## src/rtl/regfile_pkg.sv

```systemverilog
// Register-file geometry shared by the write-side blocks, plus the modular
// index increment used by the round-robin pointer.
package regfile_pkg;

  localparam int REG_ADDR_W = 5;
  localparam int REG_DATA_W = 64;
  localparam int NUM_REGS   = 32;
  localparam logic [REG_ADDR_W-1:0] ZERO_REG = REG_ADDR_W'(NUM_REGS - 1);

  // Compare against n-1 so non-power-of-two requester counts wrap correctly.
  function automatic int wrap_inc(input int idx, input int n);
    return (idx == n - 1) ? 0 : idx + 1;
  endfunction

endpackage

```

## src/rtl/rr_priority_pick.sv

```systemverilog
// Round-robin pick: rotate req right by ptr, take the lowest set bit, rotate back.
// Purely combinational, zero latency; no backpressure of its own.
module rr_priority_pick #(
  parameter int NREQ  = 4,
  parameter int PTR_W = $clog2(NREQ)
) (
  input  logic [NREQ-1:0]  req,
  input  logic [PTR_W-1:0] ptr,
  output logic [NREQ-1:0]  winner,
  output logic [PTR_W-1:0] winner_idx,
  output logic             any_valid
);

  logic [NREQ-1:0] rot_req;
  logic [NREQ-1:0] rot_win;

  // Doubling the vector makes the rotate exact for any NREQ, not just powers of two.
  assign rot_req = NREQ'({req, req} >> ptr);
  assign rot_win = rot_req & (~rot_req + NREQ'(1));
  assign winner  = NREQ'(({rot_win, rot_win} << ptr) >> NREQ);

  always_comb begin
    winner_idx = '0;
    for (int i = 0; i < NREQ; i++) begin
      if (winner[i]) winner_idx = PTR_W'(i);
    end
  end

  assign any_valid = |req;

endmodule

```

## src/rtl/regfile_write_arbiter.sv

```systemverilog
// Arbitrates the register-file write port among NREQ requesters (round robin + lock).
// Grant is combinational; write reaches the regfile one cycle later. stall blocks all grants.
module regfile_write_arbiter
  import regfile_pkg::*;
#(
  parameter  int NREQ   = 4,
  parameter  int DATA_W = REG_DATA_W,
  parameter  int ADDR_W = REG_ADDR_W,
  localparam int PTR_W  = $clog2(NREQ)
) (
  input  logic                   clk,
  input  logic                   reset_n,
  input  logic [NREQ-1:0]        req,
  input  logic [NREQ-1:0]        lock,
  input  logic [NREQ*ADDR_W-1:0] req_addr,
  input  logic [NREQ*DATA_W-1:0] req_data,
  input  logic                   stall,
  output logic [NREQ-1:0]        grant,
  output logic                   RegWrite,
  output logic [ADDR_W-1:0]      WriteRegister,
  output logic [DATA_W-1:0]      WriteData,
  output logic [PTR_W-1:0]       owner,
  output logic                   owner_valid
);

  logic [PTR_W-1:0]  ptr;
  logic [PTR_W-1:0]  pick_idx;
  logic [PTR_W-1:0]  win_idx;
  logic [NREQ-1:0]   pick_onehot;
  logic              pick_any;
  logic              lock_hit;
  logic              accept;
  logic [ADDR_W-1:0] sel_addr;
  logic [DATA_W-1:0] sel_data;

  rr_priority_pick #(
    .NREQ  (NREQ),
    .PTR_W (PTR_W)
  ) u_pick (
    .req        (req),
    .ptr        (ptr),
    .winner     (pick_onehot),
    .winner_idx (pick_idx),
    .any_valid  (pick_any)
  );

  // An owner that drops req loses its priority in that same cycle.
  assign lock_hit = owner_valid & req[owner];

  always_comb begin
    grant   = '0;
    win_idx = pick_idx;
    if (reset_n && !stall) begin
      if (lock_hit) begin
        grant   = NREQ'(1) << owner;
        win_idx = owner;
      end else if (pick_any) begin
        grant = pick_onehot;
      end
    end
  end

  assign accept = |grant;

  always_comb begin
    sel_addr = '0;
    sel_data = '0;
    for (int i = 0; i < NREQ; i++) begin
      if (grant[i]) begin
        sel_addr = req_addr[i*ADDR_W +: ADDR_W];
        sel_data = req_data[i*DATA_W +: DATA_W];
      end
    end
  end

  always_ff @(posedge clk or negedge reset_n) begin
    if (!reset_n) begin
      ptr           <= '0;
      owner         <= '0;
      owner_valid   <= 1'b0;
      RegWrite      <= 1'b0;
      WriteRegister <= '0;
      WriteData     <= '0;
    end else if (accept) begin
      ptr           <= PTR_W'(wrap_inc(int'(win_idx), NREQ));
      owner         <= win_idx;
      owner_valid   <= lock[win_idx];
      // Writes to the zero register are consumed but never enabled.
      RegWrite      <= (sel_addr != ADDR_W'(ZERO_REG));
      WriteRegister <= sel_addr;
      WriteData     <= sel_data;
    end else begin
      owner_valid   <= 1'b0;
      RegWrite      <= 1'b0;
    end
  end

endmodule

```

## config.mk

```make
export PLATFORM = sky130hd
export DESIGN_NAME = regfile_write_arbiter
export DESIGN_NICKNAME = d
export VERILOG_FILES = /design/src/rtl/regfile_pkg.sv /design/src/rtl/rr_priority_pick.sv /design/src/rtl/regfile_write_arbiter.sv
export SDC_FILE = /design/constraint.sdc
export NUM_CORES = 1
export LEC_CHECK = 0
export CAP_MARGIN = 20
export CORE_AREA = 2 2 142 144
export CTS_CLUSTER_SIZE = 28
export DETAILED_ROUTE_END_ITERATION = 7
export DIE_AREA = 0 0 144 146
export SYNTH_ARGS = -nofsm -noshare
export SYNTH_HDL_FRONTEND = slang
export SYNTH_HIERARCHICAL = 1
export SYNTH_SLANG_ARGS = --single-unit
export TNS_END_PERCENT = 20
```

## constraint.sdc

```tcl
create_clock -name clk -period 3.9 [get_ports clk]
set_input_delay 0.975 -clock clk [delete_from_list [all_inputs] [get_ports clk]]
set_output_delay 0.975 -clock clk [all_outputs]
set_load 0.02 [all_outputs]
```

==> metrics.md <==
| Metric | Value |
|---|---|
| Largest net degree at the start of global routing | 88 |
| Initial antenna violation count | 0 |
| Cell area after layout | 9380 sq um |
| Crit-path max cell delay | 500 ps |
| PD cells | 515 nW/um^2 |
| FF-to-FF End | WriteData[41]$_DFFE_PN0P_ |
| Main area contributors after synthesis | dfrtp_1 (36%), mux2i_1 (13%), a211oi_1 (9.6%) |
| Ys async rst share | 100% |
| Worst r2r path cells | 10 |
| Final Hold Vio Count | 0 |
| Sequential area share after synthesis | 36.4% |
| Post-Syn Area | 5150 sq um |
| DP Worst Slack | -203 ps |
| CP Class | primary input to output pin |
| N_diodes | 0 |
| Crit-path cells | clkdlybuf4s50_1 > mux4_2 > and2_4 > o32a_1 > clkinv_4 > dlygate4sd2_1 |
| Vias per cell | 4.76 |
| Final wirelength | 21600 microns |
| Worst-path maximum fanout | 2 |
| Post-synthesis cell type count | 45 |
| Synth Flop Type | dfrtp_1 |
| CTS tree | yes |
| Fin crit period | 3850 ps |
| FP Rows | 51 |
| Nets@finish | 1255 |
| Core box area | 19300 sq um |
| Area share of the largest cell type after synthesis | 36.4% |
| Final setup fails | 0 |
| # resized after CTS | 3 |
| Delay-heaviest family, CP | buffers and inverters |
| Reg clk slew, reported paths | 60 ps |
| Syn_area_per_cell | 8.39 sq um |
| Detailed Route Iter0 Violations | 206 |
| Post-synth EDFFs | 0 |
| IO buf count | 363 |
| WHS Endpoint | WriteRegister[0]$_DFFE_PN0P_ |
| Largest area contributor in the netlist | dfrtp_1 |
| Placed Area | 9100 sq um |
| Critical path's slowest cell | mux4_2 |
| Die X | 144 microns |
| Routed Antenna Nets | 0 |
| Fmax | 0.260 GHz |
| Worst slew margin | 40.4% |
| Cts bufs inserted | 9 |
| Final Max Tran Viols | 0 |
| Worst Min Path Start | WriteRegister[0]$_DFFE_PN0P_ |
| Worst skew pair latency | 340 ps |
| DR pass1 iterations | 4 |
| Setup Skew | 12.0 ps |
| Hold path cells | 1 |
| Vias in the first global route | 5839 |
| CP Capture Type | output pin |
| Layout area overhead | 82.2% |
| Max-cap viol count | 0 |
| Remaining global-route overflow | 0 |
| YS warnings | 6 |
| Post-CTS Hold Buffers | 0 |
| I/O pin count | 364 |
| Worst EP required | 2920 ps |
| Clk sink count | 75 |
| Final period utilization | 98.7% |
| Post-DP HPWL | 16800 microns |
| Register-to-Register Setup Slack | 830 ps |
| Clk root buf | clkbuf_16 |
| Post-CTS Setup Repair Bufs | 0 |
| Fin worst setup slack | 49.6 ps |
| VDD IR max | 0.233 mV |
| Synthesized netlist net count | 901 |
| Worst R2R Start | owner[0]$_DFFE_PN0P_ |
| Layout cells sized above 1 | 7.09% |
| Buffers & Inverters on Critical Path | 3 |
| Worst Tran Pin Value | 894 ps |
| CP arrival | 2880 ps |
| FF+latch count, synth | 75 |
| RSZ-0062 raised after global routing | no |
| Placer Congestion | 0.865 |
| Die H | 146 microns |
| Via count | 5896 |
| DRC viols | 0 |
| Global-route wire length before repair | 32400 microns |
| CTS H-tree lvls | 3 |
| Worst hold path type | flip-flop to flip-flop |
| Leak Pwr | 3.55 nW |
| Gr usage total | 20.0% |
| Die area | 21000 sq um |
| Startpoint type of the worst setup path | primary input |
| Starting density of the core | 26.6% |
| CP Launch Point | req[3] |
| DR WL/cell | 17.5 microns |
| CTS Buffer Depth | 2 |
| Post-Synthesis Cells | 614 |
| Status | finished, final reports clean |
layer usage:
layer / GRT usage [%] / wire length [microns]
met5: 0 / 0
met4: 7.25 / 572
met3: 5.50 / 1870
met2: 34.2 / 10600
met1: 23.7 / 8540
area by class of cell:
type	instances	area, sq um
Sequential cell	75	1880
Clock buffer	10	239
Fill cell	1927	9950
Clock inverter	6	38.8
Tap cell	265	332
Timing Repair Buffer	397	3940
Inverter	5	23.8
Multi-Input combinational cell	480	2930
Yosys cell counts, types with 5 or more instances:
| master | instances |
|---|---|
| a211oi_1 | 66 |
| buf_2 | 6 |
| a21o_1 | 7 |
| a221oi_1 | 5 |
| nand4_1 | 5 |
| o21ai_0 | 59 |
| o21ai_1 | 10 |
| dfrtp_1 | 75 |
| a21oi_1 | 72 |
| clkbuf_1 | 31 |
| nor2_1 | 76 |
| buf_6 | 16 |
| nand2_1 | 78 |
| mux2i_1 | 66 |
sequential cells by signal, indices dropped and copies added, names as in the netlist:
| signal | count |
|---|---|
| owner | 2 |
| WriteData | 64 |
| owner_valid | 1 |
| WriteRegister | 5 |
| RegWrite | 1 |
| ptr | 2 |
cells in the final DEF, fill, tap and decap left out, types with 10 or more instances in the layout:
cell,n
a211oi_1,66
a21oi_1,72
buf_4,30
clkdlybuf4s50_1,358
dfrtp_1,75
mux2i_1,66
nand2_1,78
nor2_1,76
o21ai_0,59
o21ai_1,10
power by group:
group,internal [mW],switching (mW)
Clock,0.447,0.350
Sequential,1.14,0.253
Combinational,1.32,1.31
per-stage QoR:
step / instances / util, % / hold slack (ps) / TNS [ps] / power, mW
finish: 1238 / 48.5 / 478 / 0 / 4.83
detailed placement: 1221 / 47.1 / 467 / -581 / 4.07
floorplan: 614 / - / 469 / 0 / 2.71
CTS: 1237 / 48.5 / 481 / 0 / 4.89
global placement: 1221 / 47.1 / 463 / -509 / 4.05
global route: 1238 / 48.5 / 517 / 0 / 5.15
cell families after synthesis:
logic type	Yosys count	synth area share (%)
buffers and inverters	59	7.09
DFF	75	36.4
AOI/OAI and AO/OA	234	28.1
xor gates and xnor gates	1	0.170
and+or+nand+nor	177	14.5
muxes	68	13.7
worst max-delay path by stage:
stage / to / slack [ps] / cells past startpoint
2_1_floorplan: grant[3] / 260 / 7
3_3_place_gp: grant[3] / -190 / 6
3_5_place_dp: grant[3] / -200 / 6
4_1_cts: grant[3] / 50 / 6
5_1_grt: grant[3] / 10 / 6
6_report: grant[3] / 50 / 6
Note: power is estimated with default switching activity, not from simulation.
